File: src/rtl/tel_frame_reader.sv
`timescale 1ns/1ps
// Telemetry frame reader: reads a monitor address window into a framed word stream
// (sync header, data words, 16-bit additive checksum) with stall timeout.
//
// state | meaning
// ------+---------------------------------------------------------------
// IDLE  | waiting for tel_req_in; read strobe and valid low
// HDR   | sync word presented, waiting for accept
// SNAP  | first rd edge at START_ADDR, monitor captures its snapshot
// FETCH | rd held, monitor data settling for current address
// LOAD  | monitor data captured into output word and checksum
// SEND  | data word presented, waiting for accept
// CSUM  | checksum word presented, waiting for accept
module tel_frame_reader #(
   parameter logic [7:0]  START_ADDR  = 8'h19,
   parameter logic [7:0]  END_ADDR    = 8'h3B,
   parameter logic [15:0] SYNC_WORD   = 16'hEB90,
   parameter logic [15:0] TIMEOUT_CYC = 16'd50000
) (
   input  logic        clk_in,
   input  logic        rst_in,
   input  logic        tel_req_in,
   input  logic [15:0] mon_data_in,
   input  logic        tx_ready_in,
   output logic        rd_out,
   output logic [7:0]  rd_addr_out,
   output logic [15:0] tx_data_out,
   output logic        tx_valid_out,
   output logic        busy_out,
   output logic        frame_done_out,
   output logic        timeout_out,
   output logic        req_overrun_out,
   output logic [15:0] frame_cnt_out
);

   localparam logic [2:0] IDLE  = 3'd0;
   localparam logic [2:0] HDR   = 3'd1;
   localparam logic [2:0] SNAP  = 3'd2;
   localparam logic [2:0] FETCH = 3'd3;
   localparam logic [2:0] LOAD  = 3'd4;
   localparam logic [2:0] SEND  = 3'd5;
   localparam logic [2:0] CSUM  = 3'd6;

   logic [2:0]  state;
   logic [15:0] csum;
   logic [15:0] stall_cnt;
   logic        accept;
   logic        stalled;
   logic        stall_tc;

   assign accept   = tx_valid_out & tx_ready_in;
   assign stalled  = tx_valid_out & ~tx_ready_in;
   // Abort on the stalled cycle that brings the count up to TIMEOUT_CYC.
   assign stall_tc = stalled && (stall_cnt == (TIMEOUT_CYC - 16'd1));
   assign busy_out = (state != IDLE);

   always_ff @(posedge clk_in or negedge rst_in) begin
      if (!rst_in) begin
         stall_cnt <= '0;
      end else if (state == IDLE || accept || stall_tc) begin
         stall_cnt <= '0;
      end else if (stalled) begin
         stall_cnt <= stall_cnt + 16'd1;
      end
   end

   always_ff @(posedge clk_in or negedge rst_in) begin
      if (!rst_in) begin
         req_overrun_out <= 1'b0;
      end else begin
         req_overrun_out <= tel_req_in & busy_out;
      end
   end

   always_ff @(posedge clk_in or negedge rst_in) begin
      if (!rst_in) begin
         state          <= IDLE;
         csum           <= '0;
         rd_out         <= 1'b0;
         rd_addr_out    <= '0;
         tx_data_out    <= '0;
         tx_valid_out   <= 1'b0;
         frame_done_out <= 1'b0;
         timeout_out    <= 1'b0;
         frame_cnt_out  <= '0;
      end else begin
         frame_done_out <= 1'b0;
         timeout_out    <= 1'b0;
         if (stall_tc) begin
            rd_out       <= 1'b0;
            rd_addr_out  <= '0;
            tx_valid_out <= 1'b0;
            timeout_out  <= 1'b1;
            state        <= IDLE;
         end else begin
            case (state)
               IDLE: begin
                  rd_out       <= 1'b0;
                  rd_addr_out  <= '0;
                  tx_valid_out <= 1'b0;
                  if (tel_req_in) begin
                     tx_data_out  <= SYNC_WORD;
                     tx_valid_out <= 1'b1;
                     csum         <= '0;
                     state        <= HDR;
                  end
               end
               HDR: begin
                  if (accept) begin
                     tx_valid_out <= 1'b0;
                     rd_out       <= 1'b1;
                     rd_addr_out  <= START_ADDR;
                     state        <= SNAP;
                  end
               end
               SNAP:  state <= FETCH;
               FETCH: state <= LOAD;
               LOAD: begin
                  tx_data_out  <= mon_data_in;
                  tx_valid_out <= 1'b1;
                  csum         <= csum + mon_data_in;
                  state        <= SEND;
               end
               SEND: begin
                  // rd_out stays high across words so the monitor never re-snapshots.
                  if (accept) begin
                     if (rd_addr_out == END_ADDR) begin
                        tx_data_out <= csum;
                        rd_out      <= 1'b0;
                        state       <= CSUM;
                     end else begin
                        rd_addr_out  <= rd_addr_out + 8'd1;
                        tx_valid_out <= 1'b0;
                        state        <= FETCH;
                     end
                  end
               end
               CSUM: begin
                  if (accept) begin
                     tx_valid_out   <= 1'b0;
                     rd_addr_out    <= '0;
                     frame_done_out <= 1'b1;
                     frame_cnt_out  <= frame_cnt_out + 16'd1;
                     state          <= IDLE;
                  end
               end
               default: state <= IDLE;
            endcase
         end
      end
   end

endmodule

File: config.mk
export PLATFORM = sky130hd
export DESIGN_NAME = tel_frame_reader
export DESIGN_NICKNAME = d
export VERILOG_FILES = /design/src/rtl/tel_frame_reader.sv
export SDC_FILE = /design/constraint.sdc
export NUM_CORES = 1
export LEC_CHECK = 0
export BUFFER_PORTS_ARGS = -buffer_cell sky130_fd_sc_hd__buf_2
export CAP_MARGIN = 10
export CORE_MARGIN = 2
export CORE_UTILIZATION = 29
export CTS_BUF_LIST = sky130_fd_sc_hd__clkbuf_4
export DETAILED_ROUTE_END_ITERATION = 12
export PLACE_DENSITY = 0.52
export SLEW_MARGIN = 20
export SYNTH_ARGS = -nofsm -noshare
export SYNTH_HDL_FRONTEND = slang
export SYNTH_SLANG_ARGS = --single-unit
File: constraint.sdc
create_clock -name clk_in -period 4.91 [get_ports clk_in]
set_input_delay 0 -clock clk_in [delete_from_list [all_inputs] [get_ports clk_in]]
set_output_delay 0 -clock clk_in [all_outputs]
set_load 0.01 [all_outputs]
Yosys cells after proc, flatten, opt, wreduce, memory -nomap -nowiden:

Cells that the tools add are included.
W data, S select, Z words.

* add/sub/neg operators: 4
* equality and inequality tests: 18
* multiplexer cells: 36
* bitwise gates (word level): 5
* reduce and logical (&&, ||, !) cells: 19

Operators by type and width (count)
* $mux W16: 6
* $pmux W16 S3: 1
* $mux W8: 5
* $add A16 B1 Y16 const B: 2
* $pmux W16 S2: 1
* $pmux W8 S4: 1
* $pmux W3 S7: 1
* $mux W3: 6
* $ne A3 B3 Y1 const B: 6
* $add A16 B16 Y16: 1
* $eq A16 B16 Y1 const B: 1
* $mux W1: 13
* $reduce_and A4 Y1: 3
* $reduce_and A5 Y1: 2
* $reduce_bool A5 Y1: 2
* $eq A3 B3 Y1 const B: 3
* $add A8 B1 Y8 const B: 1
* $eq A8 B6 Y1 const B: 1
* $eq A3 B2 Y1 const B: 2
* $ne A2 B2 Y1 const B: 3
* $reduce_and A3 Y1: 2
* $reduce_bool A3 Y1: 2
* $pmux W1 S4: 1
* $reduce_bool A2 Y1: 2
* 10 further kinds: 14

* register bits: 80
* word-level logic and storage cells: 93

Depth between registers and ports, before layout:

Gate-level depths: netlist (run 1).

* depth in word-level cells: 5
* depth in mapped cells: 10
* gate-level depth less buffers: 10

Least setup slack after synthesis (run 1):

No wires, ideal clock.

* path type: reg2reg
* start: register csum[0]
* end: register csum[14]
* arrival: 1.974 ns
* required time: 4.789 ns
* slack: 2.815 ns
* cell stages (with the launch flop): 11
* clock period less this slack: 2.095 ns
* cell sequence: dfrtp_1 > ha_1 > inv_1 > fa_1 > nor2b_1 > o21bai_1 > a21boi_0 > o2111ai_1 > o21ai_1 > xor2_1 > a22o_1

* cells in the longest elaborated chain, start to end: 2

Ends and longest elaborated chain
* start: declaration: line 45 `logic [15:0] csum;`
* start signal: assignment: line 121 `csum <= csum + mon_data_in;`
* $add A16 B16 Y16: line 121
* $pmux W16 S2: line 96 `case (state)`

Every way passes these cells.
A chain may end at the register's enable or synchronous reset.

Worst setup path in the final report (run 1):

* start: register stall_cnt[0]
* end: register tx_data_out[13]

* cells in the longest elaborated chain, start to end: 4

Ends and longest elaborated chain
* start: declaration: line 46 `logic [15:0] stall_cnt;`
* start signal: assignment: line 63 `stall_cnt <= stall_cnt + 16'd1;`
* $eq A16 B16 Y1: line 54 `assign stall_tc = stalled && (stall_cnt == (TIMEOUT_CYC - 16'd1));`
* $logic_and A1 B1 Y1: line 54
* $not A1 Y1 (no line)
* $reduce_and A5 Y1 (no line)
* end signal: assignment: line 119 `tx_data_out <= mon_data_in;`
* end signal: assignment: line 128 `tx_data_out <= csum;`
* end: declaration: line 27 `output logic [15:0] tx_data_out,`

Every way passes these cells.

==> reports/results.txt, run 1 <==
count leader, synth -> dfrtp_1
via count -> 3528
Post-synth top cells -> dfrtp_1, nand2_1, nor2_1, o21ai_0, xor2_1
relative slew slack -> 33.0%
hold_ws -> 0.157 ns
full die area -> 16000 um^2
GR Overflow Total -> 0
CP top delay family -> simple AND/OR/NAND/NOR gates
initial antenna violation count -> 0
unrepaired setup endpoints after global routing -> no
number of diodes -> 0
WL final -> 10200 um
Worst Path Required -> 5.20 ns
Via density -> 4.91
Worst-path clk slew -> 0.12 ns
number of port buffers -> 65
crit-path cells -> ha_1 -> nand3b_2 -> nor2_2 -> and3_1 -> or3_1 -> o21ai_0
top_reg_cell synth -> dfrtp_1
Slew @ Worst Pin -> 1.00 ns
Post-Place Cell Area -> 4810 um^2
final count of negative-setup-slack endpoints -> 0
Ports -> 66
kind of end point of the critical path -> flop
Placed Instances -> 683
Tcrit/Tclk final -> 54.0%
maximum VDD drop -> 0.202 mV
syn avg cell area -> 9.57 um^2
Die Ht -> 127 um
Worst Setup SP -> stall_cnt[0]
fin crit period -> 2.65 ns
Non-Filler Instances -> 718
largest net degree at the start of global routing -> 81
critical-path maximum fanout -> 32
Reg2Reg Launch Point -> stall_cnt[0]
register area share after synthesis -> 45.9%
CP bufs+invs -> 0
fin area -> 5140 um^2
reg2reg path depth -> 6
fmax -> 0.377 GHz
Pre-antenna DRT Iters -> 4
DR iter-0 viols -> 123
Cells after Synth -> 456
setup repair bufs after CTS -> 0
reg2reg setup slack -> 2.26 ns
critical path class -> reg -> reg
core box area -> 14600 um^2
Final Hold Viols -> 0
row count -> 44
Critical-path top delay cell -> or3_1
H-tree levels -> 3
clock buffer count from CTS -> 9
cell taking the most area after synthesis -> dfrtp_1
Clock Tree Buf Depth -> 2
status -> complete, no violations
Layout area overhead -> 17.8%
startpoint type of the worst setup path -> flop
Max Clock Skew -> 0.0100 ns
antenna viol nets, final -> 0
Seq cells post-synth -> 80
layout cells sized above 1 -> 17.0%
global placement routability congestion -> 0.882
nets@finish -> 568
Detail Placement HPWL -> 7150 um
WP data arrival -> 2.94 ns
drt wl/cell -> 14.2 um
post-synthesis async set-or-reset flop share -> 100%
Synth Warn # -> 0
vias in the first global route -> 3437
first-pass GRT wire length -> 17200 um
EDFF count, synth -> 0
TritonCTS clock tree -> yes
# DRC -> 0
area of the mapped netlist -> 4360 um^2
total negative slack -> 0 ns
Hold Crit Class -> in -> async
Max-Cap Viols -> 0
clock latency on the worst-skew pair -> 0.44 ns
Syn Nets -> 495
clock sinks -> 80
post-synth cell types -> 58
Area contributors post-synth -> dfrtp_1, ha_1, xor2_1, xnor2_1, nand2_1
Pwr Density -> 410 nW/um^2
die width -> 127 um
Critical R2R Capture -> tx_data_out[13]
Initial Util -> 29.9%
Tot GR Track Use -> 13.4%
Synth top area share -> 45.9%
Max Slew Vio Count -> 0
root buf cell -> clkbuf_4
crit-path max cell delay -> 0.85 ns
Pleak -> 2.46 nW
==> stage by stage <==
| stage | total power [W] | worst slack, ns | util, % |
|---|---|---|---|
| 2_1_floorplan | 0.00149 | 2.81 | - |
| 3_3_place_gp | 0.00171 | 2.36 | 33.0 |
| 3_5_place_dp | 0.00173 | 2.24 | 33.0 |
| 4_1_cts | 0.00214 | 2.22 | 35.2 |
| 5_1_grt | 0.00229 | 1.94 | 35.2 |
| 6_report | 0.00211 | 2.26 | 35.2 |
==> cells by family after synthesis <==
group	Yosys count	share of synthesized area (%)
compound gates	106	15.5
buf+inv	32	3.38
flops	80	45.9
xor+xnor	46	9.23
fa+ha+maj	19	5.62
mux	3	0.746
simple gates	170	19.6
==> worst max-delay path by stage <==
| stage | to | slack [ns] | depth (start not counted) |
|---|---|---|---|
| after floorplan | csum[14] | 2.81 | 10 |
| after global placement | frame_cnt_out[15] | 2.36 | 7 |
| after detailed placement | tx_data_out[0] | 2.24 | 6 |
| after CTS | tx_data_out[0] | 2.22 | 6 |
| after global routing | tx_data_out[0] | 1.94 | 6 |
| final | tx_data_out[13] | 2.26 | 6 |
==> cell type report <==
cell class | count | area (um^2)
flip-flops and latches | 80 | 2000
multi-input cells | 344 | 2210
clock buffers | 10 | 75.1
repair buffers | 84 | 522
fillers | 1496 | 9450
well taps | 184 | 230
clock inverters | 6 | 60.1
inverters | 10 | 37.5
==> cells in the final DEF (no fill, tap or decap), types with 5 or more instances in the layout <==
cell,count
dfrtp_1,80
buf_2,64
nand2_1,48
nor2_1,46
o21ai_0,31
xor2_1,24
xnor2_1,22
a21oi_1,20
dlygate4sd3_1,19
ha_1,18
nand3_1,13
nand4_1,12
inv_1,10
and2_1,10
a22o_1,10
clkbuf_4,10
and3_1,9
a211oi_1,9
a22oi_1,8
a31oi_1,5
==> flip-flops by register name, indices dropped and copies added, names as in the netlist, 3 cells and up <==
name	cells
csum	16
state	3
rd_addr_out	8
tx_data_out	16
stall_cnt	16
frame_cnt_out	16
==> what timing repair did <==
action	4_1_cts	5_1_grt
hold endpoints to repair	102	0
resized for setup	0	0
endpoints found under the setup margin	0	0
hold buffers	19	0
==> routing by layer <==
metal | up-vias | GRT usage [%] | share of wire [%]
met5 | - | 0 | 0
met4 | 0 | 3.49 | 1.2
met3 | 9 | 4.22 | 4.6
met2 | 65 | 21.4 | 46
met1 | 1691 | 17.6 | 48
li1 | 1763 | - | -
==> where the power goes <==
group / switching (W) / leakage (nW) / internal, W
Sequential: 0.000141 / 1.07 / 0.000787
Combinational: 0.000459 / 1.32 / 0.000329
Clock: 0.000233 / 0.0722 / 0.000158
Total: 0.000833 / 2.46 / 0.00127
No activity file was read; power rests on OpenSTA's default activity.
==> run 2: changes to the inputs <==
--- a/config.mk
+++ b/config.mk
@@ -11,7 +11,7 @@
 export CORE_UTILIZATION = 29
 export CTS_BUF_LIST = sky130_fd_sc_hd__clkbuf_4
 export DETAILED_ROUTE_END_ITERATION = 12
-export PLACE_DENSITY = 0.52
+export PLACE_DENSITY = 0.54
 export SLEW_MARGIN = 20
 export SYNTH_ARGS = -nofsm -noshare
 export SYNTH_HDL_FRONTEND = slang
==> constraint.sdc (replaced) <==
create_clock -name clk_in -period 2.15 [get_ports clk_in]
set_input_delay 0 -clock clk_in [delete_from_list [all_inputs] [get_ports clk_in]]
set_output_delay 0 -clock clk_in [all_outputs]
set_load 0.01 [all_outputs]
==> reports/results.txt, run 2 (synthesis gave the netlist of run 1 again) <==
number of port buffers -> 65 (unchanged)
nets@finish -> 611 (+7.6%)
final count of negative-setup-slack endpoints -> 14 (+14)
highest-count cells in the layout ignoring fill and taps -> dfrtp_1, buf_2, nor2_1
Slew @ Worst Pin -> 0.883 ns (-0.117 ns)
Pwr Density -> 952 nW/um^2 (+130%)
DR iter-0 viols -> 152 (+24%)
critical-path maximum fanout -> 8 (-75%)
die width -> 127 um (unchanged)
Reg2Reg Launch Point -> rd_addr_out[1]
Max-Cap Viols -> 0 (unchanged)
Max Clock Skew -> 0.0167 ns (+0.00674 ns)
TritonCTS clock tree -> yes
initial antenna violation count -> 0 (unchanged)
final worst slack -> -0.0353 ns (-2.29 ns)
maximum VDD drop -> 0.517 mV (+160%)
Placed Instances -> 715 (+4.7%)
status -> finished, violations left
row count -> 44 (unchanged)
startpoint type of the worst setup path -> flop
Post-Place Cell Area -> 5090 um^2 (+5.8%)
# DRC -> 0 (unchanged)
critical path class -> reg -> reg
Worst-path clk slew -> 0.14 ns (+0.02 ns)
Ports -> 66 (unchanged)
dpl ws -> -0.0337 ns (-2.27 ns)
largest net degree at the start of global routing -> 45 (-44%)
WP data arrival -> 2.57 ns (-0.37 ns)
Max Slew Vio Count -> 0 (unchanged)
core box area -> 14600 um^2 (unchanged)
total negative slack -> -0.225 ns (-0.225 ns)
clock sinks -> 80 (unchanged)
Detail Placement HPWL -> 7730 um (+8.0%)
H-tree levels -> 3 (unchanged)
Critical R2R Capture -> tx_data_out[9]
global placement routability congestion -> 0.814 (-7.7%)
kind of end point of the critical path -> flop
GR Overflow Total -> 0 (unchanged)
Via density -> 4.93 (+0.23%)
WL final -> 11200 um (+10%)
Non-Filler Instances -> 761 (+6.0%)
Hold Crit Class -> in -> async
fillers -> 1457 (-2.6%)
Final Hold Viols -> 0 (unchanged)
reg2reg path depth -> 8 (+2)
unrepaired setup endpoints after global routing -> yes
fmax -> 0.458 GHz (+21%)
antenna viol nets, final -> 0 (unchanged)
Initial Util -> 29.9% (unchanged)
clock latency on the worst-skew pair -> 0.46 ns (+0.02 ns)
root buf cell -> clkbuf_4
relative slew slack -> 40.9% (+7.9 points)
Tcrit/Tclk final -> 102% (+48 points)
Worst Setup SP -> rd_addr_out[1]
vias in the first global route -> 3725 (+8.4%)
clock buffer count from CTS -> 9 (unchanged)
full die area -> 16000 um^2 (unchanged)
fin area -> 5700 um^2 (+11%)
number of diodes -> 0 (unchanged)
Pleak -> 2.72 nW (+11%)
reg2reg setup slack -> -0.04 ns (-2.29 ns)
drt wl/cell -> 14.7 um (+3.7%)
Layout area overhead -> 30.7%
Clock Tree Buf Depth -> 2 (unchanged)
Tot GR Track Use -> 14.2% (+0.84 points)
violated checks -> negative setup slack
layout cells sized above 1 -> 28.1% (+11 points)
Critical Path Sink -> tx_data_out[9]
via count -> 3748 (+6.2%)
first-pass GRT wire length -> 18400 um (+6.9%)
Die Ht -> 127 um (unchanged)
most common cell after layout, fill and taps aside -> dfrtp_1
fin crit period -> 2.19 ns (-0.468 ns)
Worst Path Required -> 2.53 ns (-2.67 ns)
hold_ws -> 0.0330 ns (-0.124 ns)
Pre-antenna DRT Iters -> 6 (+2)
## run 2: cell count changes in the layout (fill, tap and decap cells not counted), sizes merged
cell  before  now
buf       65  107
inv       10   11
## run 2: worst min-delay path by stage
stage / start / end / cells after the start
finish: rst_in / tx_data_out[13] / 2
global route: rst_in / csum[1] / 2
CTS: rst_in / tx_data_out[13] / 2
detailed placement: rst_in / csum[11] / 1
global placement: rst_in / csum[11] / 1
floorplan: rst_in / csum[0] / 0
## run 2: area by class of cell
| cell class | count | area [um^2] | share of cell area [%] |
|---|---|---|---|
| inverters | 10 | 37.5 | 0.658 |
| multi-input cells | 344 | 2390 | 41.9 |
| clock inverters | 7 | 70.1 | 1.23 |
| clock buffers | 9 | 67.6 | 1.19 |
| flip-flops and latches | 80 | 2000 | 35.1 |
| repair buffers | 127 | 903 | 15.8 |
| well taps | 184 | 230 | 4.04 |
## run 2: worst max-delay path, cell delays in order, from the launching register on
cell and delay, ns:
dfrtp_1 0.38, ha_2 0.18, nand4_1 0.15, nor4_4 0.37, buf_4 0.19, a31oi_2 0.09
or3_4 0.39, clkbuf_16 0.20, o21ai_1 0.15
## run 2: power breakdown
group | total (W) | switching, W | internal [W]
Sequential | 0.00203 | 0.000235 | 0.00180
Clock | 0.000930 | 0.000578 | 0.000352
Combinational | 0.00246 | 0.00133 | 0.00113
Total | 0.00543 | 0.00215 | 0.00328
## run 2: routing by layer
| layer | vias up | track usage (%) | routed length, um |
|---|---|---|---|
| met2 | 68 | 23.0 | 5360 |
| met5 | - | 0 | 0 |
| li1 | 1847 | - | - |
| met3 | 7 | 4.13 | 411 |
| met1 | 1826 | 18.6 | 5340 |
| met4 | 0 | 3.81 | 92 |
## run 2: per-stage QoR
step	utilization (%)	power [W]
after detailed placement	34.9	0.00421
after global routing	39.1	0.00588
final	39.1	0.00543
after floorplan	-	0.00340
after CTS	37.3	0.00521
after global placement	34.9	0.00417
## run 2: what timing repair did
item	CTS	global route
setup endpoints to repair	4	35
setup buffers	1	8
pin swaps	3	25
cloned	0	2
hold endpoints to repair	103	0
gates resized for setup	6	46
hold buffers	19	0
